### config.mk
export PLATFORM = sky130hd
export DESIGN_NAME = i2c_cfg_sequencer
export DESIGN_NICKNAME = d
export VERILOG_FILES = /design/src/rtl/i2c_cfg_sequencer.sv
export SDC_FILE = /design/constraint.sdc
export NUM_CORES = 1
export LEC_CHECK = 0
export BUFFER_PORTS_ARGS = -buffer_cell sky130_fd_sc_hd__clkbuf_2
export CORE_UTILIZATION = 50
export CTS_CLUSTER_SIZE = 20
export DETAILED_ROUTE_END_ITERATION = 8
export PLACE_DENSITY_LB_ADDON = 0.08
export SLEW_MARGIN = 20
export SYNTH_ARGS = -nofsm -noshare
export SYNTH_HDL_FRONTEND = slang
export SYNTH_SLANG_ARGS = --single-unit
### constraint.sdc
create_clock -name iCLK -period 2.45 [get_ports iCLK]
set_clock_uncertainty 0.1 [all_clocks]
set_input_delay 0.735 -clock iCLK [delete_from_list [all_inputs] [get_ports iCLK]]
set_output_delay 0.735 -clock iCLK [all_outputs]
set_load 0.01 [all_outputs]
### src/rtl/i2c_cfg_sequencer.sv
// i2c_cfg_sequencer: walks a {sub_addr, data} init table and issues one
// 24-bit I2C write per entry through the GO/END/ACK handshake. It retries
// NACKed entries and also generates the bit-slot strobe and the SCL phase clock.
module i2c_cfg_sequencer #(
  parameter int unsigned CLK_DIV    = 500,
  parameter logic [7:0]  SLAVE_ADDR = 8'h42,
  parameter int unsigned LUT_SIZE   = 16,
  parameter int unsigned AW         = 4,
  parameter int unsigned MAX_RETRY  = 3,
  parameter int unsigned INIT_DELAY = 1000,
  parameter bit          AUTO_START = 1'b1
) (
  input  logic          iCLK,
  input  logic          iRST_N,
  input  logic          start,
  output logic [AW-1:0] tbl_addr,
  input  logic [15:0]   tbl_data,
  output logic          I2C_CLK,
  output logic          I2C_EN,
  output logic [23:0]   I2C_WDATA,
  output logic          WR,
  output logic          GO,
  input  logic          END,
  input  logic          ACK,
  output logic          busy,
  output logic          done,
  output logic          err,
  output logic [AW-1:0] err_index
);

  localparam int unsigned DW = (CLK_DIV > 1) ? $clog2(CLK_DIV) : 1;
  localparam int unsigned PW = (INIT_DELAY > 1) ? $clog2(INIT_DELAY) : 1;
  localparam int unsigned RW = (MAX_RETRY > 0) ? $clog2(MAX_RETRY + 1) : 1;

  localparam logic [DW-1:0] DIV_LAST  = DW'(CLK_DIV - 1);
  localparam logic [DW-1:0] DIV_HALF  = DW'(CLK_DIV / 2);
  localparam logic [PW-1:0] DLY_LAST  = PW'((INIT_DELAY > 0) ? INIT_DELAY - 1 : 0);
  localparam logic [RW-1:0] RETRY_MAX = RW'(MAX_RETRY);
  localparam logic [AW-1:0] ADDR_LAST = AW'(LUT_SIZE - 1);

  typedef enum logic [3:0] {
    S_IDLE, S_PWR_WAIT, S_FETCH, S_LATCH, S_GO_WAIT,
    S_RELEASE, S_CHECK, S_DONE, S_FAIL
  } state_t;

  state_t          r_state, w_state_nxt;
  logic [DW-1:0]   r_div_cnt, w_div_nxt;
  logic            r_en, r_sclk;
  logic [PW-1:0]   r_dly_cnt, w_dly_nxt;
  logic [RW-1:0]   r_retry, w_retry_nxt;
  logic [AW-1:0]   r_addr, w_addr_nxt;
  logic [AW-1:0]   r_err_idx, w_err_idx_nxt;
  logic [23:0]     r_wdata, w_wdata_nxt;
  logic            r_ack, w_ack_nxt;
  logic            r_go, w_go_nxt;
  logic            r_busy, w_busy_nxt;
  logic            r_done, w_done_nxt;
  logic            r_err, w_err_nxt;

  assign w_div_nxt = (r_div_cnt == DIV_LAST) ? '0 : r_div_cnt + DW'(1);

  // Free-running bit-slot divider; strobe and SCL phase registered off the next count
  always_ff @(posedge iCLK or negedge iRST_N) begin
    if (!iRST_N) begin
      r_div_cnt <= '0;
      r_en      <= 1'b0;
      r_sclk    <= 1'b0;
    end else begin
      r_div_cnt <= w_div_nxt;
      r_en      <= (w_div_nxt == DIV_LAST);
      r_sclk    <= (w_div_nxt >= DIV_HALF);
    end
  end

  // Sequencer state register
  always_ff @(posedge iCLK or negedge iRST_N) begin
    if (!iRST_N) r_state <= S_IDLE;
    else         r_state <= w_state_nxt;
  end

  // Next-state logic
  always_comb begin
    w_state_nxt = r_state;
    case (r_state)
      S_IDLE: begin
        if (AUTO_START)  w_state_nxt = S_PWR_WAIT;
        else if (start)  w_state_nxt = S_FETCH;
      end
      S_PWR_WAIT: begin
        if (INIT_DELAY == 0 || (r_en && r_dly_cnt == DLY_LAST)) w_state_nxt = S_FETCH;
      end
      S_FETCH:   w_state_nxt = S_LATCH;
      S_LATCH:   w_state_nxt = S_GO_WAIT;
      S_GO_WAIT: if (END)  w_state_nxt = S_RELEASE;
      S_RELEASE: if (!END) w_state_nxt = S_CHECK;
      S_CHECK: begin
        if (!r_ack)                  w_state_nxt = (r_addr == ADDR_LAST) ? S_DONE : S_FETCH;
        else if (r_retry < RETRY_MAX) w_state_nxt = S_LATCH;
        else                         w_state_nxt = S_FAIL;
      end
      S_DONE, S_FAIL: if (start) w_state_nxt = S_FETCH;
      default: w_state_nxt = S_IDLE;
    endcase
  end

  // Output / datapath next values, keyed on the transition being taken
  always_comb begin
    w_addr_nxt    = r_addr;
    w_retry_nxt   = r_retry;
    w_dly_nxt     = r_dly_cnt;
    w_wdata_nxt   = r_wdata;
    w_ack_nxt     = r_ack;
    w_err_idx_nxt = r_err_idx;
    case (r_state)
      S_IDLE, S_DONE, S_FAIL: begin
        if (w_state_nxt == S_FETCH) begin
          w_addr_nxt  = '0;
          w_retry_nxt = '0;
        end
      end
      S_PWR_WAIT: begin
        if (w_state_nxt == S_FETCH) begin
          w_addr_nxt  = '0;
          w_retry_nxt = '0;
        end else if (r_en) begin
          w_dly_nxt = r_dly_cnt + PW'(1);
        end
      end
      S_LATCH:   w_wdata_nxt = {SLAVE_ADDR, tbl_data};
      S_GO_WAIT: if (END) w_ack_nxt = ACK;
      S_CHECK: begin
        if (w_state_nxt == S_FETCH) begin
          w_addr_nxt  = r_addr + AW'(1);
          w_retry_nxt = '0;
        end else if (w_state_nxt == S_LATCH) begin
          w_retry_nxt = r_retry + RW'(1);
        end else if (w_state_nxt == S_FAIL) begin
          w_err_idx_nxt = r_addr;
        end
      end
      default: ;
    endcase
    w_go_nxt   = (w_state_nxt == S_GO_WAIT);
    w_busy_nxt = w_state_nxt inside {S_PWR_WAIT, S_FETCH, S_LATCH, S_GO_WAIT, S_RELEASE, S_CHECK};
    w_done_nxt = (w_state_nxt == S_DONE);
    w_err_nxt  = (w_state_nxt == S_FAIL);
  end

  // Datapath and status registers
  always_ff @(posedge iCLK or negedge iRST_N) begin
    if (!iRST_N) begin
      r_addr    <= '0;
      r_retry   <= '0;
      r_dly_cnt <= '0;
      r_wdata   <= '0;
      r_ack     <= 1'b0;
      r_err_idx <= '0;
      r_go      <= 1'b0;
      r_busy    <= 1'b0;
      r_done    <= 1'b0;
      r_err     <= 1'b0;
    end else begin
      r_addr    <= w_addr_nxt;
      r_retry   <= w_retry_nxt;
      r_dly_cnt <= w_dly_nxt;
      r_wdata   <= w_wdata_nxt;
      r_ack     <= w_ack_nxt;
      r_err_idx <= w_err_idx_nxt;
      r_go      <= w_go_nxt;
      r_busy    <= w_busy_nxt;
      r_done    <= w_done_nxt;
      r_err     <= w_err_nxt;
    end
  end

  assign tbl_addr  = r_addr;
  assign I2C_CLK   = r_sclk;
  assign I2C_EN    = r_en;
  assign I2C_WDATA = r_wdata;
  assign WR        = 1'b1;
  assign GO        = r_go;
  assign busy      = r_busy;
  assign done      = r_done;
  assign err       = r_err;
  assign err_index = r_err_idx;

endmodule

### Word-level counts from Yosys, hierarchy flattened

Index checks and enable logic that the tools add are counted.

| operators by class | value |
|---|---|
| add/sub/neg operators | 4 |
| multipliers | 0 |
| div/mod/pow operators | 0 |
| magnitude comparators | 2 |
| equal/unequal tests | 23 |
| shift-type cells | 0 |
| mux-type cells | 16 |
| bitwise gates (word level) | 2 |
| reduce and logical (&&, ||, !) cells | 11 |

Operators by type and width:

| operator | count |
|---|---|
| $eq 4x3->1 const B | 8 |
| $mux 4 | 8 |
| $pmux 4 s8 | 1 |
| $eq 9x9->1 const B | 2 |
| $eq 4x2->1 const B | 4 |
| $eq 4x4->1 const B | 3 |
| $add 10x1->10 const B | 1 |
| $eq 10x10->1 const B | 1 |
| $add 9x1->9 const B | 1 |
| $ge 9x8->1 const B | 1 |
| $mux 9 | 1 |
| $reduce_and 3->1 | 3 |
| $eq 4x1->1 const B | 2 |
| $pmux 4 s2 | 1 |
| $mux 2 | 3 |
| $reduce_bool 6->1 | 1 |
| $add 4x1->4 const B | 1 |
| $logic_not 4->1 | 1 |
| $pmux 2 s2 | 1 |
| $reduce_and 4->1 | 1 |
| $reduce_or 4->1 | 1 |
| $mux 3 | 1 |
| $ne 3x3->1 const B | 1 |
| $add 2x1->2 const B | 1 |
| other kinds (8) | 9 |

| storage, ports and cells | value |
|---|---|
| register bits after elaboration | 57 |
| bits in latches | 0 |
| bits in writable memories | 0 |
| ROM bits | 0 |
| input port bits | 21 |
| output and inout port bits | 39 |
| word-level logic and storage cells | 72 |
| memories kept | 0 |

### Logic depth before layout (Yosys ltp)

| logic depth | value |
|---|---|
| depth after elaboration | 8 |
| depth in mapped cells | 9 |
| depth with buffers taken out | 7 |

### Worst setup path before layout

OpenSTA, ideal clock, no wires.

| timing | value |
|---|---|
| path type | input port to flip-flop |
| from | in start |
| to | reg r_dly_cnt[1] |
| data arrival time | 2.032 ns |
| path slack | 0.191 ns |
| stages | 6 |
| buffers on the path | 1 |
| cell sequence | nand3b_1 -> a311o_1 -> and3_4 -> buf_6 -> a31oi_1 -> mux2_1 |

| on the way | value |
|---|---|
| word-level cells in the longest chain between the ends | 5 |

Ends and longest elaborated chain:

| element | line | RTL |
|---|---|---|
| start: declaration | 15 | `input logic start,` |
| $mux 4 | 101 | `S_DONE, S_FAIL: if (start) w_state_nxt = S_FETCH;` |
| $pmux 4 s8 | 84 | `case (r_state)` |
| $eq 4x2->1 | 122 | `if (w_state_nxt == S_FETCH) begin` |
| $not 1->1 (no line) | - |  |
| $reduce_and 3->1 (no line) | - |  |
| end signal: assignment | 165 | `r_dly_cnt <= w_dly_nxt;` |
| end: declaration | 49 | `logic [PW-1:0] r_dly_cnt, w_dly_nxt;` |

No other way between the ends.
A chain may end at the register's enable or synchronous reset.

### Final worst setup path

| timing | value |
|---|---|
| from | reg r_state[0] |
| to | reg r_dly_cnt[1] |

| on the way | value |
|---|---|
| word-level cells in the longest chain between the ends | 6 |
| elaborated cells on any way between the ends | 18 |

Ends and longest elaborated chain:

| element | line | RTL |
|---|---|---|
| start: declaration | 46 | `state_t r_state, w_state_nxt;` |
| start signal: assignment | 78 | `else r_state <= w_state_nxt;` |
| $eq 4x3->1 or $eq 4x4->1 (tied branches) | 84 |  |
| $reduce_or 2->1 | 84 |  |
| $pmux 4 s8 | 84 |  |
| $eq 4x2->1 | 122 |  |
| $not 1->1 (no line) | - |  |
| $reduce_and 3->1 (no line) * | - |  |

Every way passes the cells marked *; elsewhere a longest branch is shown, timed or not.

==> impl_summary.md <==
Placement
Input and output buffers added on the ports amount to 52. The final weighted congestion in routability-driven placement is 0.797. Detailed placement ended at an HPWL of 3650 um. The instance area at placement is 3120 um^2.

Pwr
The proportion of power drawn by combinational gates is 29.7%. The design draws 3.28 mW. The internal portion of the total power is 2.25 mW. The switching power total is 1.02 mW. Across the VDD grid, the largest voltage drop is 0.000717 V.

The power per standard cell area is 978 nW/um^2. Of the total power, registers draw 39.8%. The clock network power share is 30.4%. The static leakage is 1.55 nW. In this run switching power makes up 31.2% of total power.

STA
Setup violations remaining at the end of the flow were counted as 0. The final number of max-transition violations was 0. Setup repair after global routing left no endpoint under its margin. The maximum clock rate is 431 MHz.

The final-report hold violation count is 0. The final critical path takes up 94.7% of the cycle. The post-layout minimum cycle time is 2.32 ns.

Cells and area
The post-route netlist has 32.1% of its cells at a drive strength greater than 1. The final layout contains 343 nets. After routing the design area is 3350 um^2. In the layout the commonest cells are sky130_fd_sc_hd__dfrtp_1 (57), sky130_fd_sc_hd__clkbuf_2 (52), sky130_fd_sc_hd__nand2_1 (24). Relative to the synthesized area, the layout overhead comes to 19.1%. 0 antenna diodes ended up in the layout. Leaving out fill and tap cells, the most frequent cell in the layout is sky130_fd_sc_hd__dfrtp_1.

Drt
In this run, the number of DRC markers left after iteration 0 of detailed routing was 113. The count of nets left with antenna violations once routing finished came out at 0. In the final routed layout, each cell accounts on average for 13.4 um.

The length of the first detailed-routing pass in iterations is 4. The DRC violation count after routing is 0. The wire length reported by the detailed router is 5230 um. The detailed router placed 2062 vias in this run. The number of vias per cell is 5.27.

Setup path
The slowest cell on the critical path is sky130_fd_sc_hd__dfrtp_1. The signal on the critical path passes through or4b_1 -> a31o_1 -> and3_4 -> a31oi_1 -> mux2_1. The stage delay of the slowest cell on the critical path is 0.57 ns. For the worst setup path, the data required time is 2.56 ns. The biggest fanout along the worst timing path is 14. The worst setup path is launched from a register. The critical path arrival is 2.43 ns. The category of the most critical setup path is reg2reg. The nature of the critical path endpoint is a register.

Clock tree
The longest clock path from root to sink contains 2 buffers. The hold buffer count at CTS is 0. The level count of the clock H-tree is 3.

Buffers inserted during clock tree synthesis total 9. Clock-pin slew was measured on the worst setup and hold paths at 0.07 ns. The master cell of the clock root buffer is sky130_fd_sc_hd__clkbuf_8. The clock tree from TritonCTS is done. For this design, the sink count on the clock tree is 57. The latest clock arrival within the worst-skew pair is 0.33 ns.

Synthesis
The proportion of netlist area held by the largest area contributor is 50.7%. The instance count of the mapped netlist is 262. The synthesized netlist contains 51 unique library cells. In the synthesized netlist the dominant register cell turns out to be sky130_fd_sc_hd__dfrtp_1. The Yosys warning count is 0. The synthesized design contains 57 register bits. Of all cell types, the one taking the most synthesized area is sky130_fd_sc_hd__dfrtp_1. Yosys attributes the largest share of cell area to sky130_fd_sc_hd__dfrtp_1 (51%), sky130_fd_sc_hd__mux2_2 (7.2%), sky130_fd_sc_hd__nand2_1 (3.2%). The post-synthesis average cell area is 10.7 um^2. In this run, synthesis inferred 0 flip-flops with an integrated enable. For this run, the register share of the synthesized area comes to 50.7%. The proportion of synthesized flip-flops having asynchronous set or reset is 100%. In this run the cell area of the synthesized design comes to 2810 um^2.

Job
Across the run, the number of max-cap violations was 0.

Global route
Global routing finished with a remaining overflow of 0. The combined global-route utilization of all metal layers is 19.5%. The initial antenna violation count is 0. The number of global-route vias before repair is 1981. The first global-routing pass estimated 9010 um of wire. Entering global routing, the biggest net connects 58 pins.

Outcome
The flow ran to the end, and the final reports show no timing, DRC or antenna violations.

Floorplan
Pin placement for this block handled 60 I/O pins. The width of the chip is 77.0 um. The floorplan die height is 77.0 um. Once the floorplan was initialized, standard cells occupied 53.4% of the core. The floorplan core area is 5270 um^2. The die covers 5930 um^2. The number of rows in the core area is 26.

Worst hold path
The worst min-delay path category is in2async.
## stage by stage
step / hold slack [ns] / TNS (ns) / instances / worst slack [ns] / utilization (%)
CTS: 0.300 / 0 / 391 / 0.138 / 63.6
global route: 0.333 / 0 / 391 / 0.0428 / 63.6
finish: 0.301 / 0 / 391 / 0.130 / 63.6
global placement: 0.357 / 0 / 375 / 0.0821 / 59.2
detailed placement: 0.360 / -0.0136 / 375 / -0.0136 / 59.2
floorplan: 0.334 / 0 / 267 / 0.191 / -
## logic make-up after synthesis
| family | count (synthesis) | share of synthesized area (%) |
|---|---|---|
| simple gates | 95 | 18.6 |
| flops | 57 | 50.7 |
| compound gates | 33 | 8.27 |
| buf+inv | 33 | 6.36 |
| mux | 21 | 8.49 |
| xor+xnor | 15 | 4.67 |
| fa+ha+maj | 6 | 2.67 |
| other cells | 2 | 0.267 |
## final cells by class
class	count	area, um^2
multi-input cells	177	1230
flip-flops and latches	57	1430
inverters	10	37.5
clock inverters	4	75.1
clock buffers	12	155
fillers	458	1920
well taps	70	87.6
repair buffers	61	340
## power groups by stage
stage	sequential, mW	clock, mW	combinational, mW
2_1_floorplan	1.36	0	0.633
3_3_place_gp	1.32	0	0.970
3_5_place_dp	1.32	0	0.984
4_1_cts	1.31	1.03	0.988
5_1_grt	1.34	1.05	1.07
6_report	1.31	0.998	0.974
## synthesized netlist by cell type, drive strengths merged, types with 2 or more instances
cell type and n:
ha 6, xor2 8, o211ai 2, nor4b 2
nor2 16, and3 8, conb 2, o21ai 7
mux2 20, dfrtp 57, or3 2, o21a 2
clkbuf 10, nor4bb 2, buf 13, nand2 24
a31oi 6, nand4 6, and2 2, inv 10
nor2b 4, nand2b 2, a21oi 4, xnor2 7
nand3 12, a31o 4, nor3 5, nand3b 2
o31ai 2
## final timing paths
| path | start | end | slack, ns | cells after the start |
|---|---|---|---|---|
| setup reg to reg | r_state[0] | r_dly_cnt[1] | 0.13 | 5 |
| hold / removal | iRST_N | r_dly_cnt[6] | 0.30 | 2 |
| hold reg to reg | r_dly_cnt[9] | r_dly_cnt[9] | 0.37 | 1 |
| max in group asynchronous | iRST_N | busy | 1.70 | 2 |
| setup / recovery | r_state[0] | r_dly_cnt[1] | 0.13 | 5 |
| min in group iCLK | r_dly_cnt[9] | r_dly_cnt[9] | 0.37 | 1 |
## routing by layer
metal  track usage (%)  part of all wire (%)  wire length (um)
met5                 0                     0                 0
met4              6.42                   1.1                55
met3              8.21                   6.6               346
met2              29.6                    48              2510
met1              25.2                    44              2320
## sequential cells by signal, summed over array words and instances (netlist names)
register,flops
GO,1
I2C_CLK,1
I2C_EN,1
I2C_WDATA,17
busy,1
done,1
err,1
err_index,4
r_ack,1
r_div_cnt,9
r_dly_cnt,10
r_retry,2
r_state,4
tbl_addr,4
## worst max-delay path: cells and delay by family, from the launching register on
family | cells | cell delay [ns]
compound gates | 2 | 0.51
mux | 1 | 0.36
simple gates | 2 | 0.67
flops | 1 | 0.57
## repair_timing
item	CTS	global route
gates resized for setup	0	1
buffers inserted	0	0
setup endpoints to repair	0	1
(Power assumes the default switching activity.)
